### src/rtl/m2_pkg.sv
// Shared state, plane and geometry definitions for the block writer and the colour-conversion stage.
package m2_pkg;

  typedef enum logic [2:0] {IDLE, EVEN, ODD, BLK_ADV, FINISH} state_e;
  typedef enum logic [1:0] {PL_Y, PL_U, PL_V} plane_e;

  localparam logic [17:0] Y_BASE        = 18'd0;
  localparam logic [17:0] U_BASE        = 18'd38400;
  localparam logic [17:0] V_BASE        = 18'd57600;
  localparam logic [17:0] Y_WPR         = 18'd160;
  localparam logic [17:0] UV_WPR        = 18'd80;
  localparam logic [5:0]  Y_BCOLS       = 6'd40;
  localparam logic [5:0]  UV_BCOLS      = 6'd20;
  localparam logic [4:0]  BROWS         = 5'd30;
  localparam int unsigned BLOCK_SAMPLES = 64;

  function automatic logic [17:0] plane_base(input plane_e p);
    case (p)
      PL_U:    return U_BASE;
      PL_V:    return V_BASE;
      default: return Y_BASE;
    endcase
  endfunction

  function automatic logic [17:0] plane_wpr(input plane_e p);
    return (p == PL_Y) ? Y_WPR : UV_WPR;
  endfunction

  function automatic logic [5:0] plane_bcols(input plane_e p);
    return (p == PL_Y) ? Y_BCOLS : UV_BCOLS;
  endfunction

  function automatic plane_e next_plane(input plane_e p);
    case (p)
      PL_Y:    return PL_U;
      PL_U:    return PL_V;
      default: return PL_Y;
    endcase
  endfunction

endpackage

### src/rtl/m2_clip8.sv
// Combinational saturating clipper: signed 32-bit IDCT sample to unsigned 8-bit pixel.
module m2_clip8 (
  input  logic [31:0] i_sample,
  output logic [7:0]  o_pixel,
  output logic        o_clipped
);

  logic w_neg;
  logic w_big;

  assign w_neg = i_sample[31];
  assign w_big = !i_sample[31] && (|i_sample[30:8]);

  always_comb begin
    o_pixel = i_sample[7:0];
    if (w_neg) begin
      o_pixel = 8'd0;
    end else if (w_big) begin
      o_pixel = 8'd255;
    end
  end

  assign o_clipped = w_neg || w_big;

endmodule

### src/rtl/m2_block_writer.sv
// Writes clipped 8x8 IDCT blocks as packed pixel pairs into the raster Y/U/V SRAM regions.
// Optional M2_CLIP_COUNT_EN adds the saturating Clip_count output.
module m2_block_writer
  import m2_pkg::*;
(
  input  logic        Clock,
  input  logic        Reset,
  input  logic        Start,
  input  logic [31:0] Sample_in,
  input  logic        Sample_valid,
  output logic        Sample_ready,
  output logic [17:0] SRAM_address,
  output logic [15:0] SRAM_write_data,
  output logic        SRAM_we_n,
  output logic        Done
`ifdef M2_CLIP_COUNT_EN
  ,
  output logic [17:0] Clip_count
`endif
);

  state_e      r_state, w_state_d;
  plane_e      r_plane, w_plane_d;
  logic [5:0]  r_sample, w_sample_d;
  logic [5:0]  r_bcol, w_bcol_d;
  logic [4:0]  r_brow, w_brow_d;
  logic [7:0]  r_even;
  logic [17:0] r_addr;
  logic [15:0] r_data;
  logic        r_we_n;

  logic        w_accept;
  logic        w_last_block;
  logic [5:0]  w_bcols;
  logic [17:0] w_addr;
  logic [7:0]  w_pix;
  logic        w_clipped;

  m2_clip8 u_clip (
    .i_sample  (Sample_in),
    .o_pixel   (w_pix),
    .o_clipped (w_clipped)
  );

  assign Sample_ready = (r_state == EVEN) || (r_state == ODD);
  assign w_accept     = Sample_valid && Sample_ready;
  assign w_bcols      = plane_bcols(r_plane);
  assign w_last_block = (r_plane == PL_V) && (r_brow == BROWS - 5'd1) &&
                        (r_bcol == UV_BCOLS - 6'd1);

  // brow*8+r and bcol*4+c/2 are plain concatenations of the counters.
  assign w_addr = plane_base(r_plane) + 18'({r_brow, r_sample[5:3]}) * plane_wpr(r_plane) +
                  18'({r_bcol, r_sample[2:1]});

  always_comb begin
    w_state_d  = r_state;
    w_sample_d = r_sample;
    w_bcol_d   = r_bcol;
    w_brow_d   = r_brow;
    w_plane_d  = r_plane;
    case (r_state)
      IDLE: begin
        if (Start) begin
          w_state_d  = EVEN;
          w_sample_d = 6'd0;
          w_bcol_d   = 6'd0;
          w_brow_d   = 5'd0;
          w_plane_d  = PL_Y;
        end
      end
      EVEN: begin
        if (w_accept) begin
          w_state_d  = ODD;
          w_sample_d = r_sample + 6'd1;
        end
      end
      ODD: begin
        if (w_accept) begin
          w_sample_d = r_sample + 6'd1;
          w_state_d  = (r_sample == 6'(BLOCK_SAMPLES - 1)) ? BLK_ADV : EVEN;
        end
      end
      BLK_ADV: begin
        w_state_d = w_last_block ? FINISH : EVEN;
        if (r_bcol == w_bcols - 6'd1) begin
          w_bcol_d = 6'd0;
          if (r_brow == BROWS - 5'd1) begin
            w_brow_d  = 5'd0;
            w_plane_d = next_plane(r_plane);
          end else begin
            w_brow_d = r_brow + 5'd1;
          end
        end else begin
          w_bcol_d = r_bcol + 6'd1;
        end
      end
      FINISH:  w_state_d = IDLE;
      default: w_state_d = IDLE;
    endcase
  end

  always_ff @(posedge Clock) begin
    if (Reset) begin
      r_state  <= IDLE;
      r_sample <= 6'd0;
      r_bcol   <= 6'd0;
      r_brow   <= 5'd0;
      r_plane  <= PL_Y;
      r_even   <= 8'd0;
      r_addr   <= 18'd0;
      r_data   <= 16'd0;
      r_we_n   <= 1'b1;
    end else begin
      r_state  <= w_state_d;
      r_sample <= w_sample_d;
      r_bcol   <= w_bcol_d;
      r_brow   <= w_brow_d;
      r_plane  <= w_plane_d;
      r_we_n   <= 1'b1;
      if (w_accept && (r_state == EVEN)) begin
        r_even <= w_pix;
      end
      if (w_accept && (r_state == ODD)) begin
        r_we_n <= 1'b0;
        r_addr <= w_addr;
        r_data <= {r_even, w_pix};
      end
    end
  end

`ifdef M2_CLIP_COUNT_EN
  logic [17:0] r_clip_cnt;

  always_ff @(posedge Clock) begin
    if (Reset) begin
      r_clip_cnt <= 18'd0;
    end else if ((r_state == IDLE) && Start) begin
      r_clip_cnt <= 18'd0;
    end else if (w_accept && w_clipped && (r_clip_cnt != '1)) begin
      r_clip_cnt <= r_clip_cnt + 18'd1;
    end
  end

  assign Clip_count = r_clip_cnt;
`else
  logic w_unused;
  assign w_unused = w_clipped;
`endif

  assign SRAM_address    = r_addr;
  assign SRAM_write_data = r_data;
  assign SRAM_we_n       = r_we_n;
  assign Done            = (r_state == FINISH);

endmodule

### config.mk
export PLATFORM = sky130hd
export DESIGN_NAME = m2_block_writer
export DESIGN_NICKNAME = d
export VERILOG_FILES = /design/src/rtl/m2_pkg.sv /design/src/rtl/m2_clip8.sv /design/src/rtl/m2_block_writer.sv
export SDC_FILE = /design/constraint.sdc
export NUM_CORES = 1
export LEC_CHECK = 0
export CORE_MARGIN = 10
export CORE_UTILIZATION = 48
export DETAILED_ROUTE_END_ITERATION = 12
export HOLD_SLACK_MARGIN = 0.05
export PLACE_DENSITY = 0.79
export SLEW_MARGIN = 30
export SYNTH_ARGS = -nofsm -noshare
export SYNTH_HDL_FRONTEND = slang
export SYNTH_SLANG_ARGS = --single-unit
### constraint.sdc
create_clock -name Clock -period 4.7 [get_ports Clock]
set_input_delay 1.175 -clock Clock [delete_from_list [all_inputs] [get_ports Clock]]
set_output_delay 1.175 -clock Clock [all_outputs]
set_load 0.02 [all_outputs]
## Word level (Yosys, flattened, before mapping)

Cells that the tools add are included.

| word-level totals | value |
|---|---|
| logic and storage cells | 77 |
| output and inout bits | 37 |
| flip-flop bits (word level) | 65 |
| bits of input ports | 36 |

| cells by class | value |
|---|---|
| add/subtract/negate cells | 6 |
| reduce and logical (&&, ||, !) cells | 19 |
| multipliers | 1 |
| eq/ne operators | 16 |
| multiplexer cells | 26 |

Operator list:

| cell | count |
|---|---|
| $pmux W16 S2 | 1 |
| $mux W6 | 4 |
| $mux W8 | 3 |
| $pmux W6 S2 | 2 |
| $reduce_or A23 Y1 | 1 |
| $add A18 B16 Y18 | 1 |
| $add A18 B8 Y18 | 1 |
| $mul A8 B8 Y16 | 1 |
| $mux W5 | 3 |
| $add A6 B1 Y6 const B | 2 |
| $mux W3 | 4 |
| $pmux W3 S4 | 1 |
| $ne A2 B2 Y1 const B | 5 |
| $pmux W5 S2 | 1 |
| $reduce_and A3 Y1 | 3 |
| $mux W2 | 4 |
| $pmux W2 S2 | 2 |
| $eq A3 B2 Y1 const B | 2 |
| $eq A6 B5 Y1 const B | 1 |
| $eq A6 B6 Y1 | 1 |
| $eq A6 B6 Y1 const B | 1 |
| $logic_and A1 B1 Y1 | 6 |
| $sub A6 B1 Y6 const B | 1 |
| $add A5 B1 Y5 const B | 1 |
| other kinds (15) | 16 |

## Logic depth before layout (Yosys ltp)

| logic depth | value |
|---|---|
| word-level depth | 6 |
| depth in mapped cells | 18 |
| depth with buffers taken out | 16 |

## Hierarchy

From an unflattened synthesis, not the netlist that was laid out.

| unflattened totals | value |
|---|---|
| cell total of the unflattened synthesis | 497 |
| area, all modules | 4269.1 sq um |

Modules (own cells, without submodules):

| module | cells an instance | seq. area each (sq um) | times used | area each (sq um) |
|---|---|---|---|---|
| m2_block_writer | 468 | 1301.2 | 1 | 4062.6 |
| m2_clip8 | 29 | 0.0 | 1 | 206.4 |

## Worst setup path before layout

OpenSTA, ideal clock, no wires.

| timing path | value |
|---|---|
| path type | reg2reg |
| from | register r_plane[0] |
| to | register r_addr[16], in the netlist SRAM_address[16] |
| period minus slack after synthesis | 4.503 ns |
| path buffers | 1 |
| slack | 0.197 ns |
| library setup time | 0.127 ns |
| arrival time | 4.376 ns |
| cell stages (with the launch flop) | 18 |
| required time | 4.573 ns |
| cells stage by stage | dfxtp_1 -> inv_1 -> ha_1 -> clkbuf_1 -> mux2_2 -> ha_1 -> inv_1 -> fa_1 -> inv_1 -> fa_1 -> ha_1 -> inv_1 -> fa_1 -> nor2b_1 -> o31ai_1 -> a21oi_1 -> a31oi_1 -> or3_1 |

| on the way | value |
|---|---|
| cells in the longest elaborated chain, start to end | 5 |
| elaborated cells between the ends (all ways) | 8 |
| those cells by class | add/sub: 2; mul: 1; eq/ne: 2; mux: 2; reduce/logical: 1 |

RTL lines:

| what | RTL line | text |
|---|---|---|
| from (decl) | m2_block_writer.sv:23 | `plane_e r_plane, w_plane_d;` |
| from (signal assigned) | m2_block_writer.sv:118 | `r_plane <= w_plane_d;` |
| $logic_not A2 Y1 | m2_pkg.sv:26 | `return (p == PL_Y) ? Y_WPR : UV_WPR;` |
| $mux W8 | m2_pkg.sv:26 |  |
| $mul A8 B8 Y16 | m2_block_writer.sv:52 | `assign w_addr = plane_base(r_plane) + 18'({r_brow, r_sample[5:3]}) * plane_wpr(r_plane) +` |
| $add A18 B16 Y18 (*) | m2_block_writer.sv:52 |  |
| $add A18 B8 Y18 (*) | m2_block_writer.sv:52 |  |
| to (signal assigned) | m2_block_writer.sv:125 | `r_addr <= w_addr;` |
| to (decl) | m2_block_writer.sv:28 | `logic [17:0] r_addr;` |

Mark *: on every way between the ends. The rest lies on a longest branch, timed or not.
A chain may end at the register's enable or synchronous reset.

## Final worst setup path

Ends and elaborated chain as after synthesis.

==> impl_metrics.csv <==
group,metric,value,unit
route,viasPerCell,5.568,
timing,worstMarginPinSlew,784.1,ps
critical_path,cp-endpoint,"SRAM_address[16]",
critical_path,end_kind,"flop",
synth,synthMostInstantiatedCell,"nand2_1",
floorplan,pin_count,73,
clock_tree,htree_levels,3,
synth,synth_edf_count,0,
global_route,globalRoute.totalOverflow,0,
global_route,grt_max_degree,56,
placement,io_buffers,72,
critical_path,crit_type,"flop to flop",
timing,rsz0062_at_grt,"no",
floorplan,die_h,113.1,um
synth,syn-instance-count,495,
clock_tree,post_cts_buffers,0,
timing,hold_viol,0,
route,routed_wl,9996,um
global_route,grt_pass1_wl,17110,um
timing,fin_ws,336.4,ps
placement,post-dp-hpwl,7604,um
timing,skew,6.680,ps
synth,synth_area_leader_cell,"dfxtp_1",
critical_path,cp-start-kind,"flop",
outcome,outcome,"completed",
route,antenna_left,0,
synth,synth_cell_types,67,
synth,yosys.area.top_type_share,0.3128,
layout,nNetsFinal,655,
critical_path,cp.arrival,4600,ps
clock_tree,cts_inserted_buffers,9,
route,dr.pass1.iters,4,
synth,ys_warn_count,0,
critical_path,cp.required,4940,ps
clock_tree,cts_hold_buf,0,
layout,drive_above_1_share,0.06560,
critical_path,r2r-start,"r_plane[0]",
clock_tree,cts_sinks,65,
floorplan,die_w,113.1,um
timing,slew_headroom,0.4766,
synth,post_synth_instance_area,0.004160,mm2
route,drt_iter0_drc,261,
synth,yosys-top-cells-area,"dfxtp_1 31%, ha_1 14%, fa_1 7.2%",
placement,dpl-instance-area,0.004949,mm2
power_and_ir_drop,ir_drop,0.1605,mV
clock_tree,cts_tree,"done",
timing,finalSetupTns,0,ps
clock_tree,cts_root_buf,"clkbuf_8",
floorplan,initial_core_util,0.4988,
run,max-cap-violations,0,
placement,pre_cts_ws,87.16,ps
placement,place_inst,653,
synth,ys.flop_type,"dfxtp_1",
clock_tree,cts_buffer_depth,2,
power_and_ir_drop,power.leakage,2.141,nW
floorplan,core_area,0.008341,mm2
critical_path,r2r_setup_slack,340,ps
critical_path,ff2ff_path_depth,16,
critical_path,cp_max_fo,18,
route,wire_per_inst,14.94,um
timing,slew_viol_final,0,
timing,finalCritPeriodShare,0.9284,
global_route,grt_pass1_vias,3702,
critical_path,setup.worst_path.start,"r_plane[0]",
timing,setup_viol,0,
floorplan,die_area,0.01279,mm2
route,remaining_drc_errors,0,
global_route,antenna_found_initial,0,
synth,synth_commonest_cells,"71 x nand2_1, 65 x dfxtp_1, 48 x a21oi_1",
clock_tree,clkTransAtPathRegs,80,ps
synth,syn_avg_cell_area,8.405,um2
timing,clock.fmax,0.2292,GHz
clock_tree,clkLatencyLatePin,350,ps
synth,async_flop_share,0,
layout,areaGrowthSynthToFinish,24.54,%
worst_hold_path,min-delay-path-class,"flop to flop",
timing,whs,456.6,ps
synth,ys_ff_latch,65,
critical_path,r2r-end,"SRAM_address[16]",
route,vias,3725,
layout,design_area,0.005181,mm2
global_route,track_usage,0.1580,
placement,gp_congestion,0.8192,
synth,synth-seq-area-share,0.3128,
layout,finalNonFillerCells,669,
floorplan,rows,33,
timing,final.min_clock_period,4364,ps
power_and_ir_drop,power_density,236.9,mW/mm2
layout,fill_cells,700,
layout,antennaDiodeCount,0,
## worst max-delay path, stage by stage, from the launching register on
cell and delay [ps]:
dfxtp_1 340, inv_1 150, ha_4 260, mux2_2 370, ha_1 280, inv_1 50
fa_1 490, inv_1 50, fa_1 380, ha_1 280, ha_1 330, nor2b_1 170
o31ai_1 280, a21oi_1 140, buf_4 170, and4_1 180, or3_1 330
## sequential cells by signal, indices dropped and copies added (netlist names)
| signal | flops |
|---|---|
| SRAM_address | 18 |
| SRAM_write_data | 16 |
| r_even | 8 |
| r_bcol | 6 |
| r_sample | 6 |
| r_brow | 5 |
| r_state | 3 |
| r_plane | 2 |
| SRAM_we_n | 1 |
## cells by family after synthesis
family                   Yosys count  synth area share
AND/OR/NAND/NOR                  184            0.2268
flip-flops                        65            0.3128
buffers and inverters             57           0.05383
other                              2          0.001805
AO/OA/AOI/OAI                    111            0.1612
XOR/XNOR                          10           0.02105
multiplexers                       6           0.01504
adder cells (fa/ha/maj)           60            0.2075
## power by group
group	switching, W	internal [W]	leakage [nW]	total [W]
sequential	0.00000948	0.000559	0.525	0.000569
clock	0.000234	0.000298	0.106	0.000532
combinational	0.0000653	0.0000611	1.51	0.000126
total	0.000309	0.000919	2.14	0.00123
## through the flow
step / util / power, W
after floorplan: - / 0.0006536
after global placement: 0.5933 / 0.0007038
after detailed placement: 0.5933 / 0.0007075
after CTS: 0.6194 / 0.001232
after global routing: 0.6212 / 0.001270
final: 0.6212 / 0.001227
## placed cells by master (no fill, tap or decap), drive strengths merged, types with 3 or more instances in the layout
cell type	n
buf	7
nor2b	7
inv	31
nand4	7
clkdlybuf4s50	71
clkinv	3
nor4	7
nor2	29
or4	3
conb	3
o21ai	26
xor2	3
o21a	3
a211o	3
nand3	14
nor3	9
a21oi	49
a31oi	5
dfxtp	65
xnor2	7
a211oi	4
mux2i	4
nor4b	3
nand2b	8
a21o	6
nand2	71
and3	4
nor3b	3
and2	4
clkbuf	9
ha	45
fa	15
or3b	3
## cell type report
type	instances	area, um2	share of cell area
tap	105	131.4	0.02536
clock inverter	7	93.84	0.01811
sequential	65	1301	0.2511
multi-input combinational	374	2651	0.5117
inverter	31	116.4	0.02246
timing repair buffer	78	763.2	0.1473
clock buffer	9	123.9	0.02391
## worst min-delay path by stage
| stage | slack [ps] | from | end | cells past startpoint |
|---|---|---|---|---|
| 6_report | 460 | SRAM_write_data[4] | SRAM_write_data[4] | 2 |
| 5_1_grt | 480 | SRAM_address[9] | SRAM_address[9] | 2 |
| 4_1_cts | 460 | SRAM_address[9] | SRAM_address[9] | 2 |
| 3_5_place_dp | 450 | r_even[7] | SRAM_write_data[15] | 2 |
| 3_3_place_gp | 440 | SRAM_address[6] | SRAM_address[6] | 2 |
| 2_1_floorplan | 430 | r_even[2] | SRAM_write_data[10] | 2 |
## per-layer routing
metal / track usage / vias to the layer above / wire, um
li1: - / 1851 / -
met1: 0.1754 / 1768 / 4042
met2: 0.2600 / 97 / 4795
met3: 0.07765 / 9 / 1050
met4: 0.04907 / 0 / 108
met5: 0 / - / 0
## timing repair
item | in CTS | in global routing
gates resized for setup | 0 | 2
setup endpoints to repair | 0 | 4
endpoints found under the hold margin | 0 | 0
Note: power is estimated with default switching activity, not from simulation.
